===== src/rtl/brent_frame_accumulator.sv =====
// ============================================================================
// brent_frame_accumulator
// ----------------------------------------------------------------------------
// Purpose:
//   Accumulates frames of COUNT_N unsigned 16-bit samples into a
//   (16+HI_W)-bit total. The low word is summed through a 16-bit Brent-Kung
//   adder (XVIbitbrent). Its carry-out increments an HI_W-bit upper counter.
//   The finished total is presented on a valid/ready port. The block does
//   not accept samples until that total has been handed off.
//
// Parameters:
//   COUNT_N : samples per frame (2..65535)
//   HI_W    : width of the upper carry counter (total width = 16+HI_W)
//
// Ports:
//   clk          in   rising-edge clock
//   reset_n      in   asynchronous active-low reset
//   clear        in   synchronous frame abort (ignored while a total is held)
//   in_valid     in   in_data valid
//   in_ready     out  a sample can be accepted this cycle
//   in_data      in   16-bit unsigned sample
//   out_valid    out  frame total available
//   out_ready    in   downstream accepts the total
//   out_sum      out  frame total {acc_hi, acc_lo}
//   out_overflow out  a carry was lost out of acc_hi during the frame
//
// Build option:
//   BRENT_ACC_SATURATE_EN - when defined, an overflowed frame reports an
//   all-ones total. When undefined, the total wraps modulo 2^(16+HI_W).
// ============================================================================

// 16-bit Brent-Kung prefix adder: sum = A + B, cout = carry out of bit 15.
module XVIbitbrent (
    input  logic [15:0] A,
    input  logic [15:0] B,
    output logic [15:0] sum,
    output logic        cout
);

    // Brent-Kung carry tree. The up-sweep builds power-of-two block prefixes.
    // The down-sweep fills in the remaining positions. Both sweeps update in
    // place, because each step reads only a lower index that is already final
    // for the span it needs.
    function automatic logic [16:0] bk_add(input logic [15:0] a, input logic [15:0] b);
        logic [15:0] g;
        logic [15:0] p;
        logic [15:0] hp;
        logic [15:0] c;
        int          s;
        g  = a & b;
        p  = a | b;
        hp = a ^ b;
        for (int l = 0; l < 4; l++) begin
            s = 2 << l;
            for (int i = s - 1; i < 16; i += s) begin
                g[i] = g[i] | (p[i] & g[i - (s >> 1)]);
                p[i] = p[i] & p[i - (s >> 1)];
            end
        end
        for (int l = 2; l >= 0; l--) begin
            s = 2 << l;
            for (int i = s + (s >> 1) - 1; i < 16; i += s) begin
                g[i] = g[i] | (p[i] & g[i - (s >> 1)]);
                p[i] = p[i] & p[i - (s >> 1)];
            end
        end
        // g[i] now holds the carry out of bit i.
        c = {g[14:0], 1'b0};
        return {g[15], hp ^ c};
    endfunction

    logic [16:0] res_s;

    // Purely combinational add.
    always_comb begin
        res_s = bk_add(A, B);
    end

    assign sum  = res_s[15:0];
    assign cout = res_s[16];

endmodule

module brent_frame_accumulator #(
    parameter int COUNT_N = 8,
    parameter int HI_W    = 8
) (
    input  logic               clk,
    input  logic               reset_n,
    input  logic               clear,
    input  logic               in_valid,
    output logic               in_ready,
    input  logic [15:0]        in_data,
    output logic               out_valid,
    input  logic               out_ready,
    output logic [16+HI_W-1:0] out_sum,
    output logic               out_overflow
);

    localparam int TOT_W = 16 + HI_W;
    localparam logic [15:0] LAST_CNT = 16'(COUNT_N - 1);

    typedef enum logic {
        ST_ACCUM = 1'b0,
        ST_HOLD  = 1'b1
    } state_t;

    state_t            state_q, state_d;
    logic [15:0]       acc_lo_q, acc_lo_d;
    logic [HI_W-1:0]   acc_hi_q, acc_hi_d;
    logic [15:0]       count_q, count_d;
    logic              ovf_q, ovf_d;
    logic [TOT_W-1:0]  out_sum_q, out_sum_d;
    logic              out_ovf_q, out_ovf_d;

    logic [15:0]       add_sum_s;
    logic              add_cout_s;
    logic              accept_s;
    logic [HI_W-1:0]   hi_inc_s;
    logic              ovf_next_s;
    logic [TOT_W-1:0]  total_s;

    XVIbitbrent u_adder (
        .A    (acc_lo_q),
        .B    (in_data),
        .sum  (add_sum_s),
        .cout (add_cout_s)
    );

    assign in_ready     = (state_q == ST_ACCUM);
    assign out_valid    = (state_q == ST_HOLD);
    assign out_sum      = out_sum_q;
    assign out_overflow = out_ovf_q;
    assign accept_s     = in_valid & in_ready;

    // Upper-word update, sticky lost-carry flag and the frame total that would
    // be presented if this accept closes the frame.
    always_comb begin
        hi_inc_s   = acc_hi_q + HI_W'(add_cout_s);
        ovf_next_s = ovf_q | ((&acc_hi_q) & add_cout_s);
`ifdef BRENT_ACC_SATURATE_EN
        if (ovf_next_s) begin
            total_s = {TOT_W{1'b1}};
        end else begin
            total_s = {hi_inc_s, add_sum_s};
        end
`else
        total_s = {hi_inc_s, add_sum_s};
`endif
    end

    // Next-state logic for the ACCUM/HOLD controller and the accumulator.
    always_comb begin
        state_d   = state_q;
        acc_lo_d  = acc_lo_q;
        acc_hi_d  = acc_hi_q;
        count_d   = count_q;
        ovf_d     = ovf_q;
        out_sum_d = out_sum_q;
        out_ovf_d = out_ovf_q;
        case (state_q)
            ST_ACCUM: begin
                if (clear) begin
                    // Abort the frame. A sample offered in the same cycle is dropped.
                    acc_lo_d = 16'd0;
                    acc_hi_d = {HI_W{1'b0}};
                    count_d  = 16'd0;
                    ovf_d    = 1'b0;
                end else if (accept_s) begin
                    acc_lo_d = add_sum_s;
                    acc_hi_d = hi_inc_s;
                    count_d  = count_q + 16'd1;
                    ovf_d    = ovf_next_s;
                    if (count_q == LAST_CNT) begin
                        out_sum_d = total_s;
                        out_ovf_d = ovf_next_s;
                        state_d   = ST_HOLD;
                    end else begin
                        state_d   = ST_ACCUM;
                    end
                end else begin
                    state_d = ST_ACCUM;
                end
            end
            ST_HOLD: begin
                // The presented total survives clear and is released only by
                // the handshake.
                if (out_ready) begin
                    acc_lo_d = 16'd0;
                    acc_hi_d = {HI_W{1'b0}};
                    count_d  = 16'd0;
                    ovf_d    = 1'b0;
                    state_d  = ST_ACCUM;
                end else begin
                    state_d  = ST_HOLD;
                end
            end
            default: begin
                state_d  = ST_ACCUM;
                acc_lo_d = 16'd0;
                acc_hi_d = {HI_W{1'b0}};
                count_d  = 16'd0;
                ovf_d    = 1'b0;
            end
        endcase
    end

    // State and datapath registers.
    always_ff @(posedge clk or negedge reset_n) begin
        if (!reset_n) begin
            state_q   <= ST_ACCUM;
            acc_lo_q  <= 16'd0;
            acc_hi_q  <= {HI_W{1'b0}};
            count_q   <= 16'd0;
            ovf_q     <= 1'b0;
            out_sum_q <= {TOT_W{1'b0}};
            out_ovf_q <= 1'b0;
        end else begin
            state_q   <= state_d;
            acc_lo_q  <= acc_lo_d;
            acc_hi_q  <= acc_hi_d;
            count_q   <= count_d;
            ovf_q     <= ovf_d;
            out_sum_q <= out_sum_d;
            out_ovf_q <= out_ovf_d;
        end
    end

endmodule


===== config.mk =====
export PLATFORM = sky130hd
export DESIGN_NAME = brent_frame_accumulator
export DESIGN_NICKNAME = d
export VERILOG_FILES = /design/src/rtl/brent_frame_accumulator.sv
export SDC_FILE = /design/constraint.sdc
export NUM_CORES = 1
export LEC_CHECK = 0
export BUFFER_PORTS_ARGS = -buffer_cell sky130_fd_sc_hd__buf_4
export CAP_MARGIN = 10
export CORE_MARGIN = 3
export CORE_UTILIZATION = 25
export CTS_CLUSTER_SIZE = 14
export DETAILED_ROUTE_END_ITERATION = 6
export GPL_TIMING_DRIVEN = 1
export HOLD_SLACK_MARGIN = 0.12
export PLACE_DENSITY = 0.39
export SLEW_MARGIN = 20
export SYNTH_ARGS = -nofsm -noshare
export SYNTH_HDL_FRONTEND = slang
export SYNTH_SLANG_ARGS = --single-unit

===== constraint.sdc =====
create_clock -name clk -period 4.8 [get_ports clk]
set_input_delay 0.96 -clock clk [delete_from_list [all_inputs] [get_ports clk]]
set_output_delay 0.96 -clock clk [all_outputs]
set_load 0.05 [all_outputs]

Word-level counts from Yosys, hierarchy flattened
Cells that the tools add are included.
{"block": "word_totals", "ff_bits": 67, "in_bits": 21, "output_inout_bits": 27, "elab_cells": 107}
{"block": "op_classes", "add_sub_neg": 2, "eq_ne": 3, "mux": 20, "n_bitwise": 72, "n_reduce_logical": 3}
{"op": "2-to-1 mux 16 bit", "count": 5}
{"op": "case mux 16 bit (2 select lines)", "count": 2}
{"op": "bitwise AND 1 bit", "count": 39}
{"op": "XOR 16 bit", "count": 2}
{"op": "bitwise OR 1 bit", "count": 27}
{"op": "2-to-1 mux 8 bit", "count": 3}
{"op": "adder 16 x 1 -> 16 bit, second input constant", "count": 1}
{"op": "bitwise AND 16 bit", "count": 1}
{"op": "equality test 16 x 3 -> 1 bit, second input constant", "count": 1}
{"op": "bitwise OR 16 bit", "count": 1}
{"op": "case mux 8 bit (2 select lines)", "count": 1}
{"op": "adder 8 x 1 -> 8 bit", "count": 1}
{"op": "AND reduction 8 bit", "count": 1}
{"op": "2-to-1 mux 1 bit", "count": 7}
{"op": "case mux 1 bit (2 select lines)", "count": 2}
{"op": "AND reduction 4 bit", "count": 1}
{"op": "inequality test 3 x 2 -> 1 bit, second input constant", "count": 1}
{"op": "inequality test 2 bit, second input constant", "count": 1}
{"op": "NOT 1 bit", "count": 2}
{"op": "AND reduction 2 bit", "count": 1}

Depth between registers and ports, before layout
Gate-level depths: netlist (run 1).
{"block": "logic_depth", "depth_word": 17, "mapped_depth": 14, "mapped_depth_nobuf": 14}

By module
A second synthesis (run 1) with hierarchy kept.
{"block": "hier_totals", "cells_unflattened": 370, "hier_area_um2": 3957.5}
{"module": "brent_frame_accumulator", "n_inst": 1, "cells_per_inst": 258, "area_per_inst_um2": 3007.9, "seq_area_each_um2": 1676.6}
{"module": "XVIbitbrent", "n_inst": 1, "cells_per_inst": 112, "area_per_inst_um2": 949.7, "seq_area_each_um2": 0.0}

Least setup slack after synthesis (run 1)
No wires, ideal clock.
{"block": "synth_path", "path_kind": "input-to-reg", "start": "input port in_data[0]", "end": "register acc_lo_q[13]", "arrival_time_ns": 3.651, "required_ns": 4.717, "slack_ns": 1.066, "stages": 12, "n_path_buf": 0, "cell_sequence": "ha_1 inv_1 fa_1 nor2_1 o311ai_0 a2111oi_0 nor3_1 o31a_1 fa_1 xor2_1 or3_1 o21ai_0"}
{"block": "synth_via", "elab_chain_len": 15}
{"item": "start: declaration", "line_no": "93", "rtl": "input logic [15:0] in_data,"}
{"item": "bitwise AND 16 bit", "line_no": "50", "rtl": "g = a & b;"}
{"item": "bitwise AND 1 bit", "line_no": "56", "rtl": "g[i] = g[i] | (p[i] & g[i - (s >> 1)]);"}
{"item": "bitwise OR 1 bit", "line_no": "56"}
{"item": "bitwise AND 1 bit", "line_no": "56"}
{"item": "bitwise OR 1 bit", "line_no": "56"}
{"item": "bitwise AND 1 bit", "line_no": "56"}
{"item": "bitwise OR 1 bit", "line_no": "56"}
{"item": "bitwise AND 1 bit", "line_no": "63", "rtl": "g[i] = g[i] | (p[i] & g[i - (s >> 1)]);"}
{"item": "bitwise OR 1 bit", "line_no": "63"}
{"item": "bitwise AND 1 bit", "line_no": "63"}
{"item": "bitwise OR 1 bit", "line_no": "63"}
{"item": "XOR 16 bit", "line_no": "69", "rtl": "return {g[15], hp ^ c};"}
{"item": "2-to-1 mux 16 bit", "line_no": "169", "rtl": "end else if (accept_s) begin"}
{"item": "2-to-1 mux 16 bit", "line_no": "163", "rtl": "if (clear) begin"}
{"item": "case mux 16 bit (2 select lines)", "line_no": "161", "rtl": "case (state_q)"}
{"item": "end signal: assignment", "line_no": "220", "rtl": "acc_lo_q <= acc_lo_d;"}
{"item": "end: declaration", "line_no": "109", "rtl": "logic [15:0] acc_lo_q, acc_lo_d;"}
No other way between the ends. The select of a mux whose other input is x is not followed.
A chain may end at the register's enable or synchronous reset.

Worst setup path after layout (run 1)
{"block": "layout_path", "start": "input port in_data[0]", "end": "register acc_hi_q[6]"}
{"block": "layout_via", "elab_chain_len": 13}
{"item": "bitwise AND 16 bit", "line_no": "50"}
{"item": "bitwise AND 1 bit", "line_no": "56"}
{"item": "bitwise OR 1 bit", "line_no": "56"}
{"item": "bitwise AND 1 bit", "line_no": "56"}
{"item": "bitwise OR 1 bit", "line_no": "56"}
{"item": "bitwise AND 1 bit", "line_no": "56"}
{"item": "bitwise OR 1 bit", "line_no": "56"}
{"item": "bitwise AND 1 bit", "line_no": "56"}
{"item": "bitwise OR 1 bit", "line_no": "56"}
{"item": "adder 8 x 1 -> 8 bit", "line_no": "139", "rtl": "hi_inc_s = acc_hi_q + HI_W'(add_cout_s);"}
{"item": "2-to-1 mux 8 bit", "line_no": "169"}
{"item": "2-to-1 mux 8 bit", "line_no": "163"}
{"item": "case mux 8 bit (2 select lines)", "line_no": "161"}
{"item": "end signal: assignment", "line_no": "213", "rtl": "acc_hi_q <= {HI_W{1'b0}};"}
{"item": "end signal: assignment", "line_no": "221", "rtl": "acc_hi_q <= acc_hi_d;"}
{"item": "end: declaration", "line_no": "110", "rtl": "logic [HI_W-1:0] acc_hi_q, acc_hi_d;"}
No other way between the ends. The select of a mux whose other input is x is not followed.

==> results of run 1 <==
## metal layers
layer | vias to the layer above | part of all wire [%] | routed length (um) | GRT usage, %
li1 | 1413 | - | - | -
met1 | 1366 | 47 | 4350 | 15.8
met2 | 41 | 48 | 4400 | 19.4
met3 | 7 | 4.1 | 376 | 3.99
met4 | 0 | 1.1 | 102 | 3.15
met5 | - | 0 | 0 | 0
## worst max-delay path, cell delays in order
cell and delay [ns]:
buf_4 0.08, ha_1 0.13, inv_1 0.05, fa_1 0.40
nor2_1 0.15, o311ai_0 0.18, a2111oi_0 0.51, buf_4 0.21
a211o_1 0.14, ha_1 0.18, ha_1 0.23, inv_1 0.07
or3_1 0.38, xor2_1 0.19, o21ai_0 0.11
## layout by cell type, fill, tap and decap left out, types with 2 or more instances in the layout
| cell type | count |
|---|---|
| dfrtp_1 | 67 |
| or3_1 | 5 |
| ha_1 | 32 |
| nor4_1 | 3 |
| buf_4 | 51 |
| nor3_1 | 10 |
| clkinv_2 | 2 |
| xor2_1 | 17 |
| nor2_1 | 28 |
| nand3_1 | 8 |
| mux2_2 | 2 |
| and4_1 | 3 |
| nand2b_1 | 3 |
| a22o_1 | 4 |
| o21ai_1 | 18 |
| nand4_1 | 5 |
| o21ai_0 | 16 |
| inv_1 | 38 |
| a2111oi_0 | 2 |
| nor2b_1 | 3 |
| a31oi_1 | 2 |
| fa_1 | 8 |
| nand2_1 | 64 |
| xnor2_1 | 11 |
| clkbuf_16 | 9 |
| o22ai_1 | 8 |
| o31ai_1 | 3 |
| a21oi_1 | 7 |
| a21o_1 | 2 |
| clkbuf_8 | 3 |
## cell type report
type	count	area, sq um
Fill cell	1537	9950
Inverter	38	143
Multi-Input combinational cell	277	1890
Timing Repair Buffer	51	383
Sequential cell	67	1680
Tap cell	184	230
Clock buffer	12	267
Clock inverter	4	47.5
## state kept, by name (all words and copies together) (netlist names)
signal,count
acc_hi_q,8
acc_lo_q,16
count_q,16
out_overflow,1
out_sum,24
out_valid,1
ovf_q,1
## path summary, 6_finish.rpt
check                            start          end  slack [ns]  cells after the start
min in group asynchronous      reset_n  out_sum[15]        0.75                      1
max reg2reg                acc_lo_q[0]  acc_hi_q[6]        1.37                     14
min                         out_sum[5]   out_sum[5]        0.48                      2
max                         in_data[0]  acc_hi_q[6]        1.03                     15
max in group asynchronous      reset_n  out_sum[18]        3.45                      1
min reg2reg                 out_sum[5]   out_sum[5]        0.48                      2
## report_power, final
part / internal [mW] / switching (mW)
Clock: 0.443 / 0.254
Combinational: 0.122 / 0.169
Sequential: 0.598 / 0.0212
Total: 1.16 / 0.444
## logic make-up after synthesis
family                     Yosys count  synth area share [%]
xor gates and xnor gates            28                  6.53
buffers and inverters               50                  5.03
AOI/OAI and AO/OA                   67                  10.7
muxes                                2                 0.600
DFF                                 67                  44.7
adders and majority gates           40                  14.9
and+or+nand+nor                    140                  17.5
==> results by group, run 1 <==
Status
  – Status: complete, no violations

Power
  – Peak VDD IR: 176 uV
  – PwrDens: 346 nW/um^2
  – Pwr Total: 1.61 mW
  – Leakage: 2.21 nW

Logic synthesis
  – Synthesized cell area: 3750 sq um
  – Post-synth top cells: dfrtp_1 (67), nand2_1 (64), inv_1 (38), ha_1 (32), nor2_1 (29)
  – Synthesis warning total: 0
  – Post-Syn Area per Cell: 9.53 sq um
  – Top_reg_cell synth: dfrtp_1
  – Post-synth EDFFs: 0
  – Sequential area share after synthesis: 44.7%
  – Syn Nets: 455
  – Synth area leader: dfrtp_1
  – Most common cell in the netlist: dfrtp_1
  – Share of the synthesized area in the top cell type: 44.7%
  – Post-synth ARST share: 100%
  – Number of synthesized register bits: 67
  – Largest cells by area after synthesis: dfrtp_1 (45%), ha_1 (11%), nand2_1 (6.4%)
  – Post-synthesis cell type count: 40
  – Synth Instances: 394

Hold path
  – Worst Hold Class: register to register

Setup path
  – Worst setup SP type: input pin
  – Crit-path max FO: 4
  – Setup Crit Path Kind: input pin to register
  – Arrival time worst endpoint: 3.95 ns
  – Worst setup EP type: register
  – Worst Path Required: 4.99 ns

Clock tree
  – Hold_buf cts: 0
  – CTS Sinks: 67
  – Clk_lat worst skew: 0.33 ns
  – Post-cts sizing count: 0
  – Cts bufs inserted: 9
  – CTS tree: done
  – Clock Path Buffers: 2
  – Clk root buf: clkbuf_16
  – Clock slew at reported path FFs: 0.06 ns
  – Post-CTS setup buffer count: 0
  – H-tree depth: 3

Finish
  – P&R area growth vs syn: 23.5%
  – Total Nets Final: 505
  – Diode count: 0
  – Final instance area: 4640 sq um
  – Share of cells above drive strength 1: 16.5%
  – Core Util, Final: 31.8%
  – Fin cells: 633

Global route
  – Initial antenna violation count: 0
  – Vias in the first global route: 2938
  – Grt total ovfl: 0
  – Largest net degree at the start of global routing: 68
  – GR Util All Layers: 12.1%
  – First-pass GRT wire length: 15500 um

Floorplanning
  – Die footprint: 16500 sq um
  – Initial core utilization: 25.7%
  – Rows: 44
  – Die Wd: 129 um
  – Top Ports: 48
  – Die Y: 129 um
  – Core footprint: 14600 sq um

Drt
  – Drt initial violations: 104
  – Via count: 2827
  – Post-DR wirelength/cell: 14.6 um
  – DRT Pass-1 Iters: 4
  – Final WL: 9220 um
  – DRC: 0
  – Post-DRT Antenna Nets: 0
  – Vias per cell: 4.47

STA
  – Minimum clock period: 3.77 ns
  – Post-route setup slack: 1.03 ns
  – Unrepaired setup endpoints after global routing: no
  – Final Slew Violations: 0
  – Final period util: 78.4%
  – Least-Margin Pin Slew: 0.924 ns
  – Final Skew: 0.00520 ns
  – Slew headroom: 37.8%
  – Final hold vios: 0
  – Final Setup Violations: 0
  – WHS: 0.477 ns
  – Setup_tns: 0 ns
  – FMAX: 266 MHz

Placement
  – Routability Congestion: 0.746
  – Place WS: 0.540 ns
  – Cell total after placement: 617
  – Placed cell area: 4320 sq um
  – Port Buffers: 47
  – Post-DP HPWL: 6330 um

Job
  – Maxcap violations: 0
Note: power is estimated with default switching activity, not from simulation.
==> run 2, diff against run 1 <==
--- a/config.mk
+++ b/config.mk
@@ -13,7 +13,7 @@
 export DETAILED_ROUTE_END_ITERATION = 6
 export GPL_TIMING_DRIVEN = 1
 export HOLD_SLACK_MARGIN = 0.12
-export PLACE_DENSITY = 0.39
+export PLACE_DENSITY = 0.4
 export SLEW_MARGIN = 20
 export SYNTH_ARGS = -nofsm -noshare
 export SYNTH_HDL_FRONTEND = slang
==> constraint.sdc (replaced) <==
create_clock -name clk -period 3.1 [get_ports clk]
set_input_delay 0.62 -clock clk [delete_from_list [all_inputs] [get_ports clk]]
set_output_delay 0.62 -clock clk [all_outputs]
set_load 0.05 [all_outputs]
==> results by group, run 2 (synthesis gave the netlist of run 1 again) <==
Setup path
  – Arrival time worst endpoint: 3.23 ns
  – Crit-path max FO: 3
  – Worst setup EP type: register
  – Worst setup SP type: register
  – Setup Crit Path Kind: register to register
  – Worst Path Required: 3.29 ns

Finish
  – FILL cells: 1520
  – P&R area growth vs syn: 30.3%
  – Total Nets Final: 527
  – Diode count: 0
  – Max FFs per register: 24
  – Fin cells: 654
  – Leading cell types in the layout, fill and taps excluded: buf_4 (73), dfrtp_1 (67), nand2_1 (64)
  – Most common cell after layout, fill and taps aside: buf_4
  – Share of cells above drive strength 1: 23.0%

Power
  – Leakage: 2.31 nW
  – Peak VDD IR: 250 uV
  – PwrDens: 522 nW/um^2

Floorplanning
  – Rows: 44
  – Core footprint: 14600 sq um
  – Die Wd: 129 um
  – Die Y: 129 um
  – Initial core utilization: 25.7%
  – Die footprint: 16500 sq um
  – Top Ports: 48

STA
  – WHS: 0.380 ns
  – Slew headroom: 37.5%
  – FMAX: 329 MHz
  – Minimum clock period: 3.04 ns
  – Final Skew: 0.00637 ns
  – Final hold vios: 0
  – Post-route setup slack: 0.0578 ns
  – Setup_tns: 0 ns
  – Final Slew Violations: 0
  – Unrepaired setup endpoints after global routing: yes
  – Final Setup Violations: 0
  – Least-Margin Pin Slew: 0.937 ns
  – Final period util: 98.1%

Clock tree
  – Clk_lat worst skew: 0.33 ns
  – Hold_buf cts: 0
  – Clock slew at reported path FFs: 0.05 ns
  – H-tree depth: 3
  – Clock Path Buffers: 2
  – CTS Sinks: 67
  – CTS tree: done
  – Cts bufs inserted: 9
  – Clk root buf: clkbuf_16

Drt
  – Max layer used: met4
  – Met3 Wirelength: 298 um
  – DRT Pass-1 Iters: 4
  – Met2 WL post-DR: 4620 um
  – Post-DR wirelength/cell: 14.5 um
  – Drt initial violations: 135
  – Met1 wire length: 4430 um
  – Vias per cell: 4.45
  – DRC: 0
  – Post-DRT Antenna Nets: 0
  – Final WL: 9460 um
  – Via count: 2909

Global route
  – GR Util All Layers: 12.1%
  – Largest net degree at the start of global routing: 68
  – Vias in the first global route: 3019
  – Grt total ovfl: 0
  – First-pass GRT wire length: 15600 um
  – Initial antenna violation count: 0

Job
  – Maxcap violations: 0

Placement
  – Cell total after placement: 636
  – Routability Congestion: 0.750
  – Place WS: -0.370 ns
  – Post-DP HPWL: 6600 um
  – Port Buffers: 47

Status
  – Status: complete, no violations

Hold path
  – Worst Hold Class: input pin to async pin
-- run 2: cell types whose count changed in the layout (fill, tap and decap cells not counted), sizes merged --
cell / change
buf: +22
clkbuf: +1
clkinv: -1
clkinvlp: -1
-- run 2: worst paths after layout --
path | startpoint | to | slack, ns | cells after the start
min in group clk | out_sum[14] | out_sum[14] | 0.48 | 2
max in group asynchronous | reset_n | count_q[1] | 2.06 | 1
hold / removal | reset_n | acc_lo_q[15] | 0.38 | 1
setup reg to reg | acc_lo_q[0] | acc_hi_q[6] | 0.06 | 14
hold reg to reg | out_sum[14] | out_sum[14] | 0.48 | 2
setup / recovery | acc_lo_q[0] | acc_hi_q[6] | 0.06 | 14
-- run 2: final cells by class --
cell class	count	area, sq um	share of cell area, %
Clock buffer	13	260	5.32
Multi-Input combinational cell	277	2000	40.9
Inverter	38	143	2.92
Timing Repair Buffer	73	548	11.2
Tap cell	184	230	4.71
Clock inverter	2	35.0	0.716
Sequential cell	67	1680	34.3
-- run 2: repair_timing --
| action | 4_1_cts | 5_1_grt |
|---|---|---|
| setup endpoints to repair | 6 | 8 |
| pin swaps | 1 | 7 |
| setup buffers | 0 | 3 |
| gates resized for setup | 1 | 14 |
-- run 2: where the power goes --
part / total [mW] / switching [mW] / internal [mW]
sequential: 0.960 / 0.0342 / 0.926
combinational: 0.557 / 0.291 / 0.266
clock: 1.04 / 0.374 / 0.661
-- run 2: per-layer routing --
layer	track usage [%]	vias up
li1	-	1456
met1	15.8	1409
met2	20.1	37
met3	2.82	7
met4	3.52	0
met5	0	-
-- run 2: per-stage QoR --
stage	utilization [%]	total power, mW	instance area, sq um
after floorplan	-	1.30	3810
after global placement	31.0	1.51	4520
after detailed placement	31.0	1.51	4520
after CTS	33.0	2.57	4820
after global routing	33.5	2.72	4890
final	33.5	2.55	4890
-- run 2: worst max-delay path, cell delays in order, from the launching register on --
cell	delay (ns)
dfrtp_1	0.38
ha_4	0.14
inv_2	0.03
fa_2	0.41
nor2_4	0.13
o311ai_4	0.12
a2111oi_4	0.38
buf_4	0.18
a211o_1	0.16
ha_2	0.21
ha_4	0.13
inv_2	0.03
or3_4	0.38
xor2_2	0.15
o21ai_1	0.08
